==> config.mk <==
export PLATFORM = sky130hd
export DESIGN_NAME = alu_unit
export DESIGN_NICKNAME = d
export VERILOG_FILES = /design/src/rtl/alu_unit.sv
export SDC_FILE = /design/constraint.sdc
export NUM_CORES = 1
export LEC_CHECK = 0
export BUFFER_PORTS_ARGS = -buffer_cell sky130_fd_sc_hd__buf_4
export CORE_MARGIN = 2
export CORE_UTILIZATION = 46
export DETAILED_ROUTE_END_ITERATION = 6
export GPL_ROUTABILITY_DRIVEN = 0
export PLACE_DENSITY_LB_ADDON = 0.2
export SLEW_MARGIN = 40
export SYNTH_ARGS = -nofsm -noshare
export SYNTH_HDL_FRONTEND = slang
export SYNTH_SLANG_ARGS = --single-unit
==> constraint.sdc <==
create_clock -name clk -period 4.7 [get_ports clk]
set_input_delay 0.235 -clock clk [delete_from_list [all_inputs] [get_ports clk]]
set_output_delay 0.235 -clock clk [all_outputs]
set_load 0.02 [all_outputs]
==> src/rtl/alu_unit.sv <==
// alu_unit: 8-bit add/sub with carry/zero flags; optional shift-add multiplier when MULT_EN is defined.
module alu_unit (
  input  logic       clk,
  input  logic       rst,
  input  logic [7:0] A,
  input  logic [7:0] B,
  input  logic       SU,
  input  logic       EO,
  input  logic       FI,
  input  logic       MS,
  output logic [7:0] alu_out,
  output logic       alu_oe,
  output logic       flag_c,
  output logic       flag_z,
  output logic       busy
);
  logic [8:0] sum;
  logic       cap, c_nx, z_nx;
  assign sum    = {1'b0, A} + {1'b0, SU ? ~B : B} + {8'b0, SU};
  assign alu_oe = EO;
`ifdef MULT_EN
  typedef enum logic [1:0] {IDLE, RUN, LO, HI} state_t;
  state_t      state, state_nx;
  logic [15:0] p, mcand;
  logic [7:0]  mplier;
  logic [2:0]  cnt;
  always_ff @(posedge clk or negedge rst)
    if (!rst) state <= IDLE;
    else      state <= state_nx;
  // A restart strobe in LO/HI takes priority over read-out advance
  always_comb begin
    state_nx = state;
    case (state)
      IDLE:    state_nx = MS ? RUN : IDLE;
      RUN:     state_nx = cnt == 3'd7 ? LO : RUN;
      LO:      state_nx = MS ? RUN : EO ? HI : LO;
      default: state_nx = MS ? RUN : EO ? IDLE : HI;
    endcase
  end
  always_ff @(posedge clk or negedge rst)
    if (!rst) begin
      p      <= '0;
      mcand  <= '0;
      mplier <= '0;
      cnt    <= '0;
    end else if (state == RUN) begin
      p      <= mplier[0] ? p + mcand : p;
      mplier <= mplier >> 1;
      mcand  <= mcand << 1;
      cnt    <= cnt + 3'd1;
    end else if (MS) begin
      p      <= '0;
      mcand  <= {8'b0, A};
      mplier <= B;
      cnt    <= '0;
    end
  assign busy    = state == RUN;
  assign alu_out = state == LO ? p[7:0] : state == HI ? p[15:8] : sum[7:0];
  assign cap     = FI && state != RUN;
  assign c_nx    = state == IDLE ? sum[8] : |p[15:8];
  assign z_nx    = state == IDLE ? ~|sum[7:0] : ~|p;
`else
  logic unused_ms;
  assign unused_ms = MS;
  assign busy      = 1'b0;
  assign alu_out   = sum[7:0];
  assign cap       = FI;
  assign c_nx      = sum[8];
  assign z_nx      = ~|sum[7:0];
`endif
  always_ff @(posedge clk or negedge rst)
    if (!rst) begin
      flag_c <= 1'b0;
      flag_z <= 1'b0;
    end else if (cap) begin
      flag_c <= c_nx;
      flag_z <= z_nx;
    end
endmodule

### Word-level counts from Yosys, hierarchy flattened

Index checks and enable logic that the tools add are counted.

* add/subtract/negate cells: 2
* muxes and demuxes: 1
* bitwise logic cells: 1
* reductions and logical operators: 2

Operator list (count)
* 8-bit by 8-bit adder with 9-bit output: 1
* 9-bit by 1-bit adder with 9-bit output: 1
* 8-bit 2-to-1 mux: 1
* 8-bit inverter: 1
* 8-bit OR reduction: 1
* 1-bit zero test: 1

* register bits: 2
* word-level logic and storage cells: 8

### Depth between registers and ports, before layout

Gate-level depths: netlist of run 1.

* depth after elaboration: 6
* mapped depth: 9

### Least setup slack after synthesis of run 1

No wires, ideal clock.

* path kind: input to output
* start point: input port SU
* end point: output port alu_out[6]
* arrival time: 1943 ps
* setup slack: 2522 ps
* cell stages on the path: 9
* path buffers: 2
* path through: buf_6 xor2_1 inv_1 fa_1 nand2b_1 a211oi_1 nor4_1 nor3_1 buf_4

* cells in the longest elaborated chain, start to end: 3

RTL lines
* start: declaration: RTL line 7 `input logic SU,`
* 8-bit 2-to-1 mux: RTL line 19 `assign sum = {1'b0, A} + {1'b0, SU ? ~B : B} + {8'b0, SU};`
* 8-bit by 8-bit adder with 9-bit output: RTL line 19
* 9-bit by 1-bit adder with 9-bit output (*): RTL line 19
* end: declaration: RTL line 11 `output logic [7:0] alu_out,`

Every way passes the cells marked *; elsewhere a longest branch is shown, timed or not.

### Worst setup path in the final report of run 1

Ends and elaborated chain as after synthesis.

==> out/results.txt, run 1 <==
Share of post-route cells with drive strength above 1 - 35.7%
First-pass GRT wire length - 1.70 mm
Dominant cell type by area after synthesis - ha_1
Worst reg2reg endpoint - flag_z
Clock-pin slew on the worst setup and hold paths - 0.03 ns
Nets - 130
Crit-path slowest cell - fa_1
Wire per inst - 10.6 um
Tcrit/Tclk final - 51.3%
Crit-path most repeated cell - buf_4
R2R depth - 2
FILL cells - 126
Predominant post-synthesis flop cell - dfrtp_1
CTS buffer count - 3
CP peak stage delay - 0.42 ns
Hold_sp - FI
# Post-CTS Setup Buffers - 0
WHS Endpoint - flag_c
Setup TNS - 0 ns
FF-to-FF setup slack - 4.04 ns
Die area - 1640 um2
DRT Pass-1 Iters - 2
Leading post-synthesis cells by cell area - ha_1 (14%), xor2_1 (13%), buf_4 (12%), dfrtp_1 (8.2%), inv_1 (4.3%)
Hold Path Stages - 2
VDD IR-drop max - 0.0993 mV
Via count - 565
Initial antenna violation count - 0
Total power - 0.212 mW
Initial Util - 48.3%
H-Tree Depth - 1
Arrival time worst endpoint - 2.18 ns
Worst Path Buf+Inv - 3
Area grow syn2layout - 29.8%
Status - completed
Min cycle time layout - 2.41 ns
Largest net degree at the start of global routing - 9
WS Path Type - in2out
Unique masters post-synth - 32
I/O pins - 34
Crit-path max FO - 8
Post-Syn Instances - 76
Ys Warns - 0
CTS sink count - 2
Static leakage - 0.408 nW
Row Count - 13
Final HPWL DP - 1.07 mm
Buffers on Ports - 29
Latest clock arrival within the worst-skew pair - 0.21 ns
Chip width - 40.5 um
RSZ-0062 raised after global routing - false
Worst min-delay path category - in2reg
Share of the synthesized area in the top cell type - 14.3%
Ant diodes - 0
ANT nets after route - 0
Max-cap violations - 0
Synth async-reset ratio - 100%
Final Setup Violations - 0
Die height - 40.5 um
Worst EP required - 4.47 ns
Initial DRC count - 3
Critical-path cell list - buf_4, xor2_1, inv_1, fa_1, nand2b_1, a211oi_1, nor4_1, nor3_1, buf_4
CTS tree - done
Crit end category - output pin
Slew Limit Fails - 0
CP top delay family - simple AND/OR/NAND/NOR gates
Final hold violation count - 0
Critical path startpoint category - input pin
Gr ovfl total - 0
CP Depth - 9
Average size of a mapped cell - 8.07 um2
Final WL - 1.20 mm
Synth Net Count - 106
Residual DRC - 0
Via-to-Cell Ratio - 5.00
Maximum clock insertion buffer count - 2
Mapped Area - 613 um2
Area of the core - 1270 um2
Register area share after synthesis - 8.16%
CTS root buf - clkbuf_4
Achievable Freq - 415 MHz
GRT Overall Usage - 15.3%
Final Skew - 0 ns
Worst r2r src - flag_z
Pwr per Cell Area - 266 nW/um2
FF+latch count, synth - 2
Vias in the first global route - 443
Post-synth EDFFs - 0
[registers in the layout (all words and copies together), names as in the netlist]
signal / flops
flag_c: 1
flag_z: 1
[worst register-to-register path: cells and delay by family, from the launching register on]
| family | cells | cell delay [ns] |
|---|---|---|
| AO/OA/AOI/OAI | 1 | 0.07 |
| AND/OR/NAND/NOR | 1 | 0.10 |
| flip-flops | 1 | 0.36 |
[cell usage in the layout, fill, tap and decap left out]
cell type	instances
buf_4	29
clkbuf_4	3
o21ai_0	1
a21oi_1	2
or3b_1	1
a2111oi_0	1
o21ba_2	1
o41ai_2	1
xnor2_1	3
a31oi_1	1
mux2i_4	1
and3_1	1
conb_1	1
dlygate4sd3_1	1
nand2_1	3
nor2_1	4
nand3_1	2
or2_1	1
nand2b_1	2
ha_1	7
nor3_1	3
a21o_1	2
mux2i_1	1
o22ai_1	1
nor4_1	1
inv_1	7
a211oi_1	1
fa_1	1
o21ai_1	2
dfrtp_1	2
xor2_1	9
nand4_1	1
o2111ai_1	1
[synth_stat cells (2+ instances only)]
master,count
a21o_1,2
a21oi_1,2
buf_4,10
dfrtp_1,2
ha_1,7
inv_1,7
nand2_1,3
nand2b_1,2
nand3_1,2
nor2_1,4
nor3_1,3
o21ai_1,2
xnor2_1,3
xor2_1,9
[worst max path at each step]
stage / end / from / slack (ns)
floorplan: alu_out[6] / SU / 2.52
global placement: alu_out[6] / SU / 2.28
detailed placement: alu_out[6] / SU / 2.29
CTS: alu_out[6] / SU / 2.26
global route: alu_out[6] / SU / 2.12
finish: alu_out[6] / SU / 2.29
[routing by layer]
metal  routed length [um]  GRT usage [%]  up-vias
met5                    0              0        -
met4                    0           2.50        0
met3                  115           4.44        0
met2                  595           28.2       22
met1                  492           17.4      244
li1                     -              -      299
[power breakdown]
group / internal [mW] / total (mW) / switching, mW / leakage, nW
combinational: 0.0712 / 0.156 / 0.0852 / 0.368
clock: 0.0280 / 0.0358 / 0.00776 / 0.0138
sequential: 0.0189 / 0.0196 / 0.000701 / 0.0255
total: 0.118 / 0.212 / 0.0937 / 0.408
[per-stage QoR]
stage / cells / hold slack (ns) / area, um2 / setup WS [ns] / util, %
2_1_floorplan: 76 / -0.0606 / 613 / 2.52 / -
3_3_place_gp: 109 / 0.0178 / 763 / 2.28 / 60.2
3_5_place_dp: 109 / 0.0199 / 763 / 2.29 / 60.2
4_1_cts: 113 / 0.236 / 796 / 2.26 / 62.7
5_1_grt: 113 / 0.245 / 796 / 2.12 / 62.7
6_report: 113 / 0.245 / 796 / 2.29 / 62.7
[final cells by class]
cell class              count  area (um2)  area share [%]
clock buffers               3        22.5            2.83
inverters                   7        26.3            3.30
multi-input cells          56         450            56.6
flip-flops and latches      2        50.0            6.29
well taps                  15        18.8            2.36
repair buffers             30         228            28.6
[logic make-up after synthesis]
kind of cell    count (synthesis)  synth area share, %
compound gates                 14                 16.9
simple gates                   19                 15.9
fa+ha+maj                       8                 17.6
xor+xnor                       12                 17.1
flops                           2                 8.16
buf+inv                        18                 18.4
other cells                     1                0.612
mux                             2                 5.31
[timing repair]
| action | CTS | global route |
|---|---|---|
| endpoints found under the hold margin | 2 | 0 |
| hold buffers | 1 | 0 |
| resized for setup | 0 | 0 |
(Power assumes the default switching activity.)
==> run 2: changes to the inputs <==
Settings changed: CORE_UTILIZATION 46 to 39.
Clock period 4.7 ns to 2 ns, I/O delays scaled along.
==> out/results.txt, run 2 (synthesized netlist as in run 1, its figures left out) <==
Status - completed
Worst min-delay path category - in2reg
ANT nets after route - 0
Via-to-Cell Ratio - 5.00
Placed cell count - 123
Finished Core Util - 64.9%
R2R depth - 2
Die height - 43.7 um
P_sw - 0.265 mW
WHS Endpoint - flag_c
Logic gate share of total power - 77.5%
Sequential share of power - 7.5%
Pwr per Cell Area - 634 nW/um2
Tcrit/Tclk final - 97.6%
Initial DRC count - 9
Nets - 144
Slew Limit Fails - 0
FILL cells - 135
CTS buffer count - 3
Hold_sp - FI
Largest regs - flag_c (1), flag_z (1)
CTS tree - done
Die area - 1910 um2
Clock-pin slew on the worst setup and hold paths - 0.04 ns
Worst r2r src - flag_z
Static leakage - 0.491 nW
Chip width - 43.7 um
Initial antenna violation count - 0
CP peak stage delay - 0.37 ns
Hold Path Stages - 2
Crit-path slowest cell - a2111oi_2
Commonest non-fill, non-tap cell in the layout - buf_4
Final Setup Violations - 0
First-pass GRT wire length - 2.26 mm
Maximum clock insertion buffer count - 2
Gr ovfl total - 0
DRT Pass-1 Iters - 4
Sw Share - 43.3%
Arrival time worst endpoint - 1.85 ns
H-Tree Depth - 1
Achievable Freq - 512 MHz
Latest clock arrival within the worst-skew pair - 0.23 ns
Via count - 640
Most frequent cells in the layout - buf_4 (42), xor2_1 (8), inv_1 (7), ha_1 (7)
Initial Util - 41.2%
CTS sink count - 2
Crit-path max FO - 4
Worst reg2reg endpoint - flag_z
Int Pwr - 0.347 mW
Crit-path most repeated cell - buf_4
Max-cap violations - 0
Buffers on Ports - 29
Crit end category - output pin
DP Worst Slack - -0.140 ns
Final WL - 1.41 mm
CTS root buf - clkbuf_4
Residual DRC - 0
Row Count - 14
GRT Overall Usage - 15.0%
Area of the core - 1490 um2
Critical path startpoint category - input pin
Largest net degree at the start of global routing - 7
Final Skew - 0 ns
Critical-path cell list - buf_4, buf_4, xor2_1, ha_1, a21o_1, a2111oi_2, mux2i_1, o2111ai_2, buf_6
RSZ-0062 raised after global routing - false
Worst EP required - 1.90 ns
Final hold violation count - 0
Wire per inst - 11.0 um
Worst Path Buf+Inv - 3
WS Path Type - in2out
Area grow syn2layout - 57.6%
Worst setup margin - 0.0470 ns
Vias in the first global route - 592
VDD IR-drop max - 0.303 mV
CP top delay family - compound AO/OA/AOI/OAI gates
Final HPWL DP - 1.14 mm
FF-to-FF setup slack - 1.36 ns
Non-filler cells, final - 128
Ant diodes - 0
Clk pwr share - 15.0%
Min cycle time layout - 1.95 ns
Share of post-route cells with drive strength above 1 - 52.7%
I/O pins - 34
## run 2: per-layer routing
metal	global-route usage, %	wire length, um	vias up
met5	0	0	-
met3	2.50	119	2
met2	27.9	702	30
li1	-	-	326
met4	1.82	16	0
met1	18.1	568	282
## run 2: stage by stage
stage | setup TNS (ns) | hold slack, ns | total power [mW] | instance area [um2]
after floorplan | 0 | -0.196 | 0.347 | 613
after global placement | -0.163 | -0.117 | 0.458 | 862
after detailed placement | -0.300 | -0.114 | 0.465 | 862
after CTS | 0 | 0.102 | 0.571 | 916
after global routing | 0 | 0.103 | 0.656 | 966
final | 0 | 0.0900 | 0.613 | 966
## run 2: power by group through the flow
stage	sequential, mW	clock (mW)	combinational (mW)
floorplan	0.0511	0	0.296
global placement	0.0465	0	0.412
detailed placement	0.0466	0	0.419
CTS	0.0462	0.0861	0.439
global route	0.0464	0.101	0.508
finish	0.0460	0.0921	0.475
## run 2: timing repair
| item | 4_1_cts | 5_1_grt |
|---|---|---|
| hold endpoints to repair | 2 | 0 |
| setup endpoints to repair | 2 | 2 |
| resized for setup | 6 | 8 |
| buffers inserted | 0 | 1 |
| pin swaps | 0 | 5 |
| hold buffers | 1 | 0 |
## run 2: area by class of cell
| class | count | area (um2) | area share [%] |
|---|---|---|---|
| clock buffer | 3 | 22.5 | 2.33 |
| tap | 16 | 20.0 | 2.07 |
| multi-input combinational | 56 | 510 | 52.8 |
| timing repair buffer | 44 | 337 | 34.8 |
| inverter | 7 | 26.3 | 2.72 |
| sequential | 2 | 50.0 | 5.18 |
## run 2: how the worst max path moves through the flow
| stage | startpoint | to | slack [ns] | cells past startpoint |
|---|---|---|---|---|
| after floorplan | SU | flag_z | 0.06 | 9 |
| after global placement | SU | alu_out[6] | -0.06 | 9 |
| after detailed placement | SU | alu_out[6] | -0.14 | 9 |
| after CTS | SU | alu_out[7] | 0.01 | 9 |
| after global routing | SU | alu_out[7] | 0.01 | 9 |
| final | SU | alu_out[7] | 0.05 | 9 |
==> run 3: changes to the inputs <==
Settings changed: REMOVE_ABC_BUFFERS set to 1.
==> out/results.txt, run 3 (synthesized netlist as in run 1, its figures left out) <==
WS Path Type - in2out
Row Count - 14
Reg area - 50.0 um2
Footprint of the multi-input gates - 529 um2
Initial antenna violation count - 0
Chip width - 43.7 um
R2R depth - 2
Logic gate share of total power - 78.1%
CTS buffer count - 3
I/O pins - 34
Largest regs - flag_c (1), flag_z (1)
Pwr per Cell Area - 632 nW/um2
H-Tree Depth - 1
Worst reg2reg endpoint - flag_z
Final Setup Violations - 0
Status - completed
Buffers on Ports - 29
Initial DRC count - 4
Critical path startpoint category - input pin
Initial Util - 41.2%
Ant diodes - 0
Clk pwr share - 14.7%
Crit-path max FO - 4
Final hold violation count - 0
Slew Limit Fails - 0
Static leakage - 0.513 nW
First-pass GRT wire length - 2.35 mm
Worst min-delay path category - in2reg
Crit end category - output pin
Finished Core Util - 67.6%
DRT Pass-1 Iters - 4
VDD IR-drop max - 0.293 mV
Die area - 1910 um2
Commonest non-fill, non-tap cell in the layout - buf_4
Share of post-route cells with drive strength above 1 - 54.4%
Gr ovfl total - 0
CTS root buf - clkbuf_4
Placed cell count - 121
Largest net degree at the start of global routing - 7
Wire per inst - 11.3 um
Sw Share - 43.3%
Min Hold Slack - 0.0857 ns
Setup TNS - 0 ns
Maximum clock insertion buffer count - 2
DP Worst Slack - -0.121 ns
CTS sink count - 2
Latest clock arrival within the worst-skew pair - 0.23 ns
Arrival time worst endpoint - 1.83 ns
Final Skew - 0 ns
Worst r2r src - flag_z
Final Instance Area - 1010 um2
Non-filler cells, final - 130
Max-cap violations - 0
WHS Endpoint - flag_c
Hold Path Stages - 2
Total power - 0.636 mW
Min cycle time layout - 1.93 ns
Worst setup margin - 0.0660 ns
Tcrit/Tclk final - 96.7%
Hold_sp - FI
Achievable Freq - 517 MHz
FF-to-FF setup slack - 1.29 ns
Area grow syn2layout - 64.3%
Final WL - 1.47 mm
Worst EP required - 1.90 ns
Most frequent cells in the layout - buf_4 (42), xor2_1 (8), inv_1 (6), ha_1 (6), nor2_1 (4)
ANT nets after route - 0
P_sw - 0.276 mW
Via count - 644
Area of the core - 1490 um2
GRT Overall Usage - 15.7%
Final HPWL DP - 1.11 mm
Clock-pin slew on the worst setup and hold paths - 0.03 ns
Vias in the first global route - 591
FILL cells - 120
Post-place instance area - 847 um2
Int Pwr - 0.361 mW
CTS tree - done
Via-to-Cell Ratio - 4.95
Sequential share of power - 7.3%
Nets - 146
CP Launch Point - SU
Die height - 43.7 um
Residual DRC - 0
run 3: cell types whose count changed in the layout (fill, tap and decap cells not counted), sizes merged:
cell,previous run,this run
buf,43,45
run 3: how the worst max path moves through the flow:
stage | cells past startpoint | slack, ns | to
2_1_floorplan | 8 | -0.12 | flag_z
3_3_place_gp | 9 | -0.09 | flag_z
3_5_place_dp | 9 | -0.12 | flag_z
4_1_cts | 9 | 0.01 | alu_out[7]
5_1_grt | 9 | -0.009 | alu_out[7]
6_report | 10 | 0.07 | alu_out[7]
run 3: area by class of cell:
| cell class | instances | share of cell area [%] |
|---|---|---|
| Clock buffer | 3 | 2.24 |
| Inverter | 7 | 2.61 |
| Multi-Input combinational cell | 56 | 52.5 |
| Sequential cell | 2 | 4.97 |
| Tap cell | 16 | 1.99 |
| Timing Repair Buffer | 46 | 35.7 |
run 3: power by group through the flow:
stage,Combinational (mW),Clock (mW),Sequential [mW]
5_1_grt,0.533,0.0989,0.0466
3_3_place_gp,0.406,0,0.0464
3_5_place_dp,0.412,0,0.0467
2_1_floorplan,0.224,0,0.0511
6_report,0.497,0.0935,0.0461
4_1_cts,0.436,0.0953,0.0462
run 3: repair_timing:
item	4_1_cts	5_1_grt
hold buffers	1	0
setup buffers	1	4
endpoints found under the setup margin	2	4
hold endpoints to repair	2	0
pin swaps	1	12
resized for setup	4	14
run 3: worst max-delay path: stages:
cell,delay [ns]
buf_4,0.14
buf_6,0.12
xor2_1,0.15
ha_1,0.34
a21o_1,0.21
buf_4,0.14
a21o_1,0.16
nand3_1,0.08
o2111ai_2,0.19
buf_6,0.19
run 3: routing by layer:
metal  share of wire, %  global-route usage (%)
met3                6.5                    3.75
met2                 51                    27.1
met5                  0                       0
met1                 43                    20.3
met4                  0                    1.82
